**src/rtl/sseg_pkg.sv**
```systemverilog
`default_nettype none
// +----------------------------------------------------------------------------+
// | sseg_pkg                                                                   |
// | Shared types and constants for the seven-segment scan driver.              |
// | Rev 1.0 - initial release                                                  |
// +----------------------------------------------------------------------------+
package sseg_pkg;

    typedef logic [1:0] digit_idx_t;
    typedef logic [3:0] nibble_t;

    localparam logic [3:0] AN_ALL_OFF = 4'hF;
    localparam int         NUM_DIGITS = 4;

    // Index of the most-significant nonzero nibble; 0 when the word is zero.
    function automatic digit_idx_t msd_index(input logic [15:0] word);
        digit_idx_t idx;
        idx = '0;
        for (int k = 1; k < NUM_DIGITS; k++) begin
            if (word[4*k +: 4] != 4'h0) begin
                idx = digit_idx_t'(k);
            end
        end
        return idx;
    endfunction

endpackage : sseg_pkg
`default_nettype wire

```
**src/rtl/sseg_refresh_tick.sv**
```systemverilog
`default_nettype none
// +----------------------------------------------------------------------------+
// | sseg_refresh_tick                                                          |
// | Free-running prescaler: one-cycle tick every CLK_HZ/REFRESH_HZ cycles.     |
// | Rev 1.0 - initial release                                                  |
// +----------------------------------------------------------------------------+
module sseg_refresh_tick #(
    parameter int CLK_HZ     = 100_000_000,
    parameter int REFRESH_HZ = 1000
) (
    input  logic clk,
    input  logic reset,
    output logic tick_o
);

    localparam int DIV   = CLK_HZ / REFRESH_HZ;
    localparam int CNT_W = (DIV >= 2) ? $clog2(DIV) : 1;
    localparam logic [CNT_W-1:0] TERMINAL = CNT_W'(DIV - 1);

    generate
        if (DIV < 2) begin : g_div_check
            $error("sseg_refresh_tick: CLK_HZ/REFRESH_HZ must be at least 2");
        end
    endgenerate

    logic [CNT_W-1:0] tick_cnt_q;
    logic [CNT_W-1:0] tick_cnt_d;

    assign tick_o = (tick_cnt_q == TERMINAL);

    always_comb begin
        tick_cnt_d = tick_cnt_q + CNT_W'(1);
        if (tick_o) begin
            tick_cnt_d = '0;
        end
    end

    always_ff @(posedge clk or posedge reset) begin
        if (reset) begin
            tick_cnt_q <= '0;
        end else begin
            tick_cnt_q <= tick_cnt_d;
        end
    end

endmodule : sseg_refresh_tick
`default_nettype wire

```
**src/rtl/sseg_scan_driver.sv**
```systemverilog
`default_nettype none
// +----------------------------------------------------------------------------+
// | sseg_scan_driver                                                           |
// | 4-digit multiplexed scanner with frame-aligned double-buffered display     |
// | word. Optional leading-zero blanking: define LEADING_ZERO_BLANK_EN.        |
// | Rev 1.0 - initial release                                                  |
// +----------------------------------------------------------------------------+
module sseg_scan_driver
    import sseg_pkg::*;
#(
    parameter int CLK_HZ     = 100_000_000,
    parameter int REFRESH_HZ = 1000
) (
    input  logic        clk,
    input  logic        reset,
    input  logic        load,
    input  logic [15:0] value_in,
    input  logic [3:0]  dp_in,
    input  logic [3:0]  digit_en,
    output logic [3:0]  binary,
    output logic [3:0]  an,
    output logic        dp_n,
    output logic        frame_done,
    output logic        busy
);

    logic       tick;
    logic       boundary;
    logic       blank;
    logic       digit_off;

    digit_idx_t digit_q,         digit_d;
    logic [15:0] shadow_q,       shadow_d;
    logic [3:0]  shadow_dp_q,    shadow_dp_d;
    logic [15:0] pending_q,      pending_d;
    logic [3:0]  pending_dp_q,   pending_dp_d;
    logic        pending_valid_q, pending_valid_d;

    nibble_t     binary_q,       binary_d;
    logic [3:0]  an_q,           an_d;
    logic        dp_n_q,         dp_n_d;
    logic        frame_done_q;
    logic        busy_q;

    sseg_refresh_tick #(
        .CLK_HZ     (CLK_HZ),
        .REFRESH_HZ (REFRESH_HZ)
    ) u_refresh_tick (
        .clk    (clk),
        .reset  (reset),
        .tick_o (tick)
    );

    assign boundary = tick && (digit_q == digit_idx_t'(NUM_DIGITS - 1));

`ifdef LEADING_ZERO_BLANK_EN
    // Decided from shadow, so the blank pattern is stable across a frame.
    assign blank = (digit_q > msd_index(shadow_q));
`else
    assign blank = 1'b0;
`endif

    assign digit_off = ~digit_en[digit_q] | blank;

    // Scan position and double-buffer bookkeeping.
    always_comb begin
        digit_d         = digit_q;
        shadow_d        = shadow_q;
        shadow_dp_d     = shadow_dp_q;
        pending_d       = pending_q;
        pending_dp_d    = pending_dp_q;
        pending_valid_d = pending_valid_q;

        if (tick) begin
            digit_d = digit_q + digit_idx_t'(1);
        end

        if (load) begin
            pending_d       = value_in;
            pending_dp_d    = dp_in;
            pending_valid_d = 1'b1;
        end

        // A load coincident with the boundary bypasses pending entirely.
        if (boundary) begin
            if (load) begin
                shadow_d    = value_in;
                shadow_dp_d = dp_in;
            end else if (pending_valid_q) begin
                shadow_d    = pending_q;
                shadow_dp_d = pending_dp_q;
            end
            pending_valid_d = 1'b0;
        end
    end

    always_comb begin
        binary_d = shadow_q[{digit_q, 2'b00} +: 4];
        an_d     = digit_off ? AN_ALL_OFF : ~(4'b0001 << digit_q);
        dp_n_d   = digit_off | ~shadow_dp_q[digit_q];
    end

    always_ff @(posedge clk or posedge reset) begin
        if (reset) begin
            digit_q         <= '0;
            shadow_q        <= '0;
            shadow_dp_q     <= '0;
            pending_q       <= '0;
            pending_dp_q    <= '0;
            pending_valid_q <= 1'b0;
            binary_q        <= '0;
            an_q            <= AN_ALL_OFF;
            dp_n_q          <= 1'b1;
            frame_done_q    <= 1'b0;
            busy_q          <= 1'b0;
        end else begin
            digit_q         <= digit_d;
            shadow_q        <= shadow_d;
            shadow_dp_q     <= shadow_dp_d;
            pending_q       <= pending_d;
            pending_dp_q    <= pending_dp_d;
            pending_valid_q <= pending_valid_d;
            binary_q        <= binary_d;
            an_q            <= an_d;
            dp_n_q          <= dp_n_d;
            frame_done_q    <= boundary;
            busy_q          <= pending_valid_d;
        end
    end

    assign binary     = binary_q;
    assign an         = an_q;
    assign dp_n       = dp_n_q;
    assign frame_done = frame_done_q;
    assign busy       = busy_q;

endmodule : sseg_scan_driver
`default_nettype wire
```
**config.mk**
```make
export PLATFORM = sky130hd
export DESIGN_NAME = sseg_scan_driver
export DESIGN_NICKNAME = d
export VERILOG_FILES = /design/src/rtl/sseg_pkg.sv /design/src/rtl/sseg_refresh_tick.sv /design/src/rtl/sseg_scan_driver.sv
export SDC_FILE = /design/constraint.sdc
export NUM_CORES = 1
export LEC_CHECK = 0
export CAP_MARGIN = 40
export CORE_AREA = 5 5 86 88
export CTS_CLUSTER_DIAMETER = 60
export CTS_CLUSTER_SIZE = 12
export DETAILED_ROUTE_END_ITERATION = 8
export DIE_AREA = 0 0 91 93
export GPL_TIMING_DRIVEN = 0
export PLACE_DENSITY = 0.67
export SLEW_MARGIN = 20
export SYNTH_ARGS = -nofsm -noshare
export SYNTH_HDL_FRONTEND = slang
export SYNTH_SLANG_ARGS = --single-unit
```
**constraint.sdc**
```tcl
create_clock -name clk -period 3.28 [get_ports clk]
set_input_delay 0.984 -clock clk [delete_from_list [all_inputs] [get_ports clk]]
set_output_delay 0.984 -clock clk [all_outputs]
set_load 0.02 [all_outputs]
```
==> results.sh, run 1 <==
export IMPL_global_route_usage_met3_pct=3.22
export IMPL_initial_core_util_pct=43.8
export IMPL_routed_via_count=1660
export IMPL_yosys_most_used_dff="dfrtp_1"
export IMPL_timing_critical_path_fanout_max=10
export IMPL_worst_slew_pin_slew_ps=690
export IMPL_max_clock_path_buffers=2
export IMPL_wire_length_of_the_first_global_routing_pass_um=8800
export IMPL_ioPinCount=38
export IMPL_setup_ws_ps=771
export IMPL_ant_nets=0
export IMPL_cts_htree_levels=3
export IMPL_chipWidth_um=91
export IMPL_floorplan_die_height_um=93
export IMPL_synth_enable_flop_cells=0
export IMPL_core_area_um2=6570
export IMPL_maxSlewViolCount=0
export IMPL_post_synth_cell_area_avg_um2=14.7
export IMPL_grt_total_usage_pct=13.2
export IMPL_cts_buffers_inserted=9
export IMPL_timing_final_hold_violations=0
export IMPL_crit_arrival_ps=2730
export IMPL_yosys_register_bits=70
export IMPL_period_needed_ps=2510
export IMPL_power_total_mw=1.68
export IMPL_worst_hold_class="reg2reg"
export IMPL_layout_area_overhead_vs_synth_pct=24.3
export IMPL_fmax_mhz=399
export IMPL_cellLeakagePower_nw=1.56
export IMPL_numPortBuffers=37
export IMPL_cts_repair_resize_count=0
export IMPL_setup_worst_path_start_class="input pin"
export IMPL_crit_end_category="flop"
export IMPL_layout_drive_gt1_share_pct=29.6
export IMPL_unrepaired_setup_endpoints_after_global_routing="false"
export IMPL_final_core_util_pct=54.5
export IMPL_timing_max_cap_violations=0
export IMPL_wl_per_cell_um=15.4
export IMPL_die_area_um2=8460
export IMPL_synth_seq_area_share_pct=61.1
export IMPL_clock_latency_on_the_worst_skew_pair_ps=340
export IMPL_async_sr_flop_fraction_pct=100
export IMPL_grt_use_met2_pct=20.1
export IMPL_cp_required_ps=3500
export IMPL_grt_start_max_net_pins=51
export IMPL_yosysWarnings=0
export IMPL_totalWireLength_um=5070
export IMPL_post_route_drc_count=0
export IMPL_tritoncts="yes"
export IMPL_clockRootBuffer="clkbuf_8"
export IMPL_postCtsHoldBufs=0
export IMPL_antenna_found_initial=0
export IMPL_outcome="completed"
export IMPL_synthesized_area_um2=2880
export IMPL_detailedPlacementHpwl_um=3450
export IMPL_grt_met1_usage_pct=17.6
export IMPL_postCtsSetupBuffers=0
export IMPL_cell_area_power_density_nw_per_um2=470
export IMPL_setup_viol=0
export IMPL_first_global_vias=1774
export IMPL_antenna_cells=0
export IMPL_max_vdd_ir_drop_uv=251
export IMPL_clk_pin_slew_worst_paths_ps=70
export IMPL_post_route_period_util_pct=76.5
export IMPL_drt_first_iter_violations=74
export IMPL_yosysUniqueCellTypes=32
export IMPL_criticalPathCategory="in2reg"
export IMPL_synthesis_nets=228
export IMPL_dp_slack_ps=397
export IMPL_global_route_peak_usage_layer="met2"
export IMPL_detail_route_vias_per_cell=5.03
export IMPL_finalClockSkew_ps=8.26
export IMPL_slew_limit_headroom_pct=54.0
export IMPL_gp_routability_congestion=0.722
export IMPL_num_nets_final=277
export IMPL_drt_pass1_iter_count=4
export IMPL_cts_sink_count=70
export IMPL_rows=30
export IMPL_syn_instance_count=196
export IMPL_grt_overflow_total=0
==> cell families (layout without fill, tap and decap cells) <==
family	count (synthesis)	count (layout)	synth area share (%)
XOR/XNOR	14	14	4.26
flip-flops	70	70	61.1
buffers and inverters	11	65	2.00
multiplexers	47	47	20.7
AO/OA/AOI/OAI	3	3	0.608
AND/OR/NAND/NOR	46	46	9.21
adder cells (fa/ha/maj)	5	5	2.17
==> flip-flops by register name (all words and copies together), names as in the netlist <==
name	count
frame_done	1
pending_dp_q	4
an	4
binary	4
u_refresh_tick.tick_cnt_q	17
digit_q	2
pending_q	16
busy	1
shadow_q	16
dp_n	1
shadow_dp_q	4
==> per-layer routing <==
metal	wire length [um]	part of all wire, %
met5	0	0
met1	2380	47
met3	214	4.2
met4	83	1.6
met2	2390	47
==> Yosys cell counts, types with 2 or more instances <==
cell type | instances | share of area (%)
buf_6 | 2 | 0.78
inv_1 | 4 | 0.52
xor2_1 | 5 | 1.5
nor3_1 | 2 | 0.35
nand2_1 | 10 | 1.3
mux2_2 | 40 | 16
dfstp_2 | 5 | 4.6
nand4_1 | 6 | 1.3
ha_1 | 5 | 2.2
clkbuf_1 | 4 | 0.52
nand3_1 | 5 | 0.87
mux4_2 | 6 | 4.7
dfrtp_1 | 65 | 56
and4_1 | 2 | 0.61
nor2_1 | 10 | 1.3
xnor2_1 | 9 | 2.7
==> per-stage QoR <==
| step | TNS, ps | cells | instance area (um2) | hold slack [ps] |
|---|---|---|---|---|
| 5_1_grt | 0 | 330 | 3580 | 511 |
| 4_1_cts | 0 | 330 | 3580 | 501 |
| 6_report | 0 | 330 | 3580 | 496 |
| 3_5_place_dp | 0 | 314 | 3380 | 484 |
| 2_1_floorplan | 0 | 196 | 2880 | 468 |
| 3_3_place_gp | -42990 | 313 | 3350 | 478 |
==> path summary, 6_finish.rpt <==
kind | cells after the start | slack, ps | from | endpoint
max in group asynchronous | 3 | 1750 | reset | an[3]
min | 1 | 500 | pending_q[15] | pending_q[15]
min in group asynchronous | 2 | 940 | reset | shadow_q[7]
max | 4 | 770 | load | shadow_dp_q[2]
max reg2reg | 5 | 990 | u_refresh_tick.tick_cnt_q[11] | shadow_q[14]
min reg2reg | 1 | 500 | pending_q[15] | pending_q[15]
==> power breakdown <==
group          switching (mW)  internal, mW
Combinational          0.0410        0.0554
Sequential            0.00562         0.888
Clock                   0.321         0.372
Total                   0.368          1.32
==> layout make-up <==
type,instances,area [um2]
Buffer,7,42.5
Clock buffer,11,141
Clock inverter,5,58.8
Fill cell,551,2990
Inverter,4,17.5
Multi-Input combinational cell,115,1060
Sequential cell,70,1760
Tap cell,80,100
Timing Repair Buffer,38,398
==> worst max-delay path, cell delays in order <==
cell and delay [ps]:
clkdlybuf4s50_1 500, clkbuf_1 550, mux2_2 430, mux2_2 260
==> layout by cell type (no fill, tap or decap), types with 2 or more instances in the layout <==
master,netlist,routed
dfrtp_1,65,65
mux2_2,40,40
clkdlybuf4s50_1,0,37
nor2_1,10,10
nand2_1,10,10
clkbuf_8,0,10
xnor2_1,9,9
nand4_1,6,6
mux4_2,6,6
clkbuf_1,4,5
nand3_1,5,5
xor2_1,5,5
ha_1,5,5
dfstp_2,5,5
inv_1,4,3
buf_6,2,2
and4_1,2,2
nor3_1,2,2
clkinvlp_4,0,2
Note: power is estimated with default switching activity, not from simulation.
==> inputs of run 2 (changes only) <==
--- a/config.mk
+++ b/config.mk
@@ -12,7 +12,7 @@
 export DETAILED_ROUTE_END_ITERATION = 8
 export DIE_AREA = 0 0 91 93
 export GPL_TIMING_DRIVEN = 0
-export PLACE_DENSITY = 0.67
+export PLACE_DENSITY = 0.69
 export SLEW_MARGIN = 20
 export SYNTH_ARGS = -nofsm -noshare
 export SYNTH_HDL_FRONTEND = slang
==> constraint.sdc (replaced) <==
create_clock -name clk -period 2.1 [get_ports clk]
set_input_delay 0.63 -clock clk [delete_from_list [all_inputs] [get_ports clk]]
set_output_delay 0.63 -clock clk [all_outputs]
set_load 0.02 [all_outputs]
==> results.sh, run 2 (synthesis results as in run 1) <==
export IMPL_cts_buffers_inserted=9
export IMPL_numPortBuffers=37
export IMPL_combinational_group_share_of_total_power_pct=5.9
export IMPL_finalClockSkew_ps=10.1
export IMPL_area_of_the_multi_input_gates_um2=1070
export IMPL_power_sequential_fraction_pct=53.2
export IMPL_worst_hold_class="reg2reg"
export IMPL_post_route_period_util_pct=98.5
export IMPL_top_regs="u_refresh_tick.tick_cnt_q (17), pending_q (16), shadow_q (16)"
export IMPL_setup_worst_path_start_class="flop"
export IMPL_criticalPathCategory="reg2reg"
export IMPL_final_fill_count=542
export IMPL_grt_total_usage_pct=13.9
export IMPL_seq_area_um2=1760
export IMPL_antenna_found_initial=0
export IMPL_cellLeakagePower_nw=1.59
export IMPL_routed_via_count=1743
export IMPL_dpl_cell_count=315
export IMPL_initial_core_util_pct=43.8
export IMPL_outcome="completed"
export IMPL_pwr_share_clk_pct=40.9
export IMPL_totalWireLength_um=5260
export IMPL_dp_slack_ps=-434
export IMPL_unrepaired_setup_endpoints_after_global_routing="true"
export IMPL_ant_nets=0
export IMPL_crit_end_category="flop"
export IMPL_cts_sink_count=70
export IMPL_most_common_layout_cells="65 x dfrtp_1, 40 x mux2_2, 32 x clkdlybuf4s50_1"
export IMPL_drt_pass1_iter_count=4
export IMPL_cts_htree_levels=3
export IMPL_setup_viol=0
export IMPL_timing_max_cap_violations=0
export IMPL_largest_reg_flops=17
export IMPL_cell_area_power_density_nw_per_um2=722
export IMPL_drt_first_iter_violations=76
export IMPL_cp_required_ps=2330
export IMPL_rows=30
export IMPL_layout_drive_gt1_share_pct=31.8
export IMPL_internal_power_mw=2.06
export IMPL_crit_arrival_ps=2290
export IMPL_power_switching_fraction_pct=21.5
export IMPL_grt_start_max_net_pins=25
export IMPL_crit_slowest_cell="or4_4"
export IMPL_core_area_um2=6570
export IMPL_critical_path_cell_chain="or4_4, nor4_4, and3b_2, buf_6, mux2_2"
export IMPL_finalInstanceArea_um2=3630
export IMPL_stdcell_count=335
export IMPL_post_route_drc_count=0
export IMPL_placedInstanceArea_um2=3400
export IMPL_timing_final_hold_violations=0
export IMPL_final_common_cell="dfrtp_1"
export IMPL_gp_routability_congestion=0.787
export IMPL_cp_slowest_stage_delay_ps=570
export IMPL_tritoncts="yes"
export IMPL_floorplan_die_height_um=93
export IMPL_timing_critical_path_fanout_max=10
export IMPL_max_clock_path_buffers=2
export IMPL_antenna_cells=0
export IMPL_detailedPlacementHpwl_um=3580
export IMPL_chipWidth_um=91
export IMPL_wire_length_of_the_first_global_routing_pass_um=9080
export IMPL_grt_overflow_total=0
export IMPL_fmax_mhz=484
export IMPL_first_global_vias=1845
export IMPL_clockRootBuffer="clkbuf_8"
export IMPL_hold_depth=1
export IMPL_finalHoldWorstSlack_ps=497
export IMPL_clock_latency_on_the_worst_skew_pair_ps=350
export IMPL_clk_pin_slew_worst_paths_ps=70
export IMPL_die_area_um2=8460
export IMPL_power_total_mw=2.62
export IMPL_regMostFlops="u_refresh_tick.tick_cnt_q"
export IMPL_wl_per_cell_um=15.7
export IMPL_worst_slew_pin_slew_ps=587
export IMPL_maxSlewViolCount=0
export IMPL_totalNegativeSetupSlack_ps=0
export IMPL_max_vdd_ir_drop_uv=533
export IMPL_ioPinCount=38
export IMPL_worstRegToRegCells=5
export IMPL_num_nets_final=282
export IMPL_power_switching_mw=0.563
export IMPL_setup_ws_ps=32.4
export IMPL_period_needed_ps=2070
export IMPL_slew_limit_headroom_pct=60.9
export IMPL_layout_area_overhead_vs_synth_pct=26.2
export IMPL_postCtsHoldBufs=0
export IMPL_detail_route_vias_per_cell=5.20
export IMPL_final_core_util_pct=55.3
[run 2: per-layer routing]
| layer | global-route usage [%] | vias up | share of wire, % |
|---|---|---|---|
| li1 | - | 805 | - |
| met1 | 18.0 | 879 | 46 |
| met2 | 20.6 | 47 | 47 |
| met3 | 4.34 | 12 | 5.2 |
| met4 | 7.82 | 0 | 2.5 |
| met5 | 0 | - | 0 |
[run 2: final cells by class]
cell class	instances	area share, %
sequential	70	48.4
clock inverter	3	1.20
tap	80	2.75
timing repair buffer	43	12.5
inverter	4	0.516
clock buffer	13	4.10
buffer	7	1.24
multi-input combinational	115	29.4
[run 2: path summary, 6_finish.rpt]
check | startpoint | slack, ps | end
min | pending_q[4] | 500 | pending_q[4]
max reg2reg | u_refresh_tick.tick_cnt_q[11] | 30 | shadow_q[7]
max in group asynchronous | reset | 750 | u_refresh_tick.tick_cnt_q[1]
max | u_refresh_tick.tick_cnt_q[11] | 30 | shadow_q[7]
min in group asynchronous | reset | 670 | frame_done
min reg2reg | pending_q[4] | 500 | pending_q[4]
[run 2: what timing repair did]
item	CTS	global route
gates resized for setup	5	4
endpoints found under the setup margin	22	23
endpoints found under the hold margin	0	0
buffers inserted	2	2
pin swaps	2	1
cloned	0	0
[run 2: power by group through the flow]
stage,sequential (mW),combinational [mW],clock (mW)
floorplan,1.42,0.0749,0
global placement,1.42,0.145,0
detailed placement,1.42,0.159,0
CTS,1.40,0.159,1.10
global route,1.40,0.173,1.16
finish,1.40,0.154,1.07
[run 2: worst max-delay path, delay by kind of cell (launching register included)]
family	cells	cell delay [ps]
AND/OR/NAND/NOR	3	1030
flip-flops	1	420
multiplexers	1	340
buffers and inverters	1	160
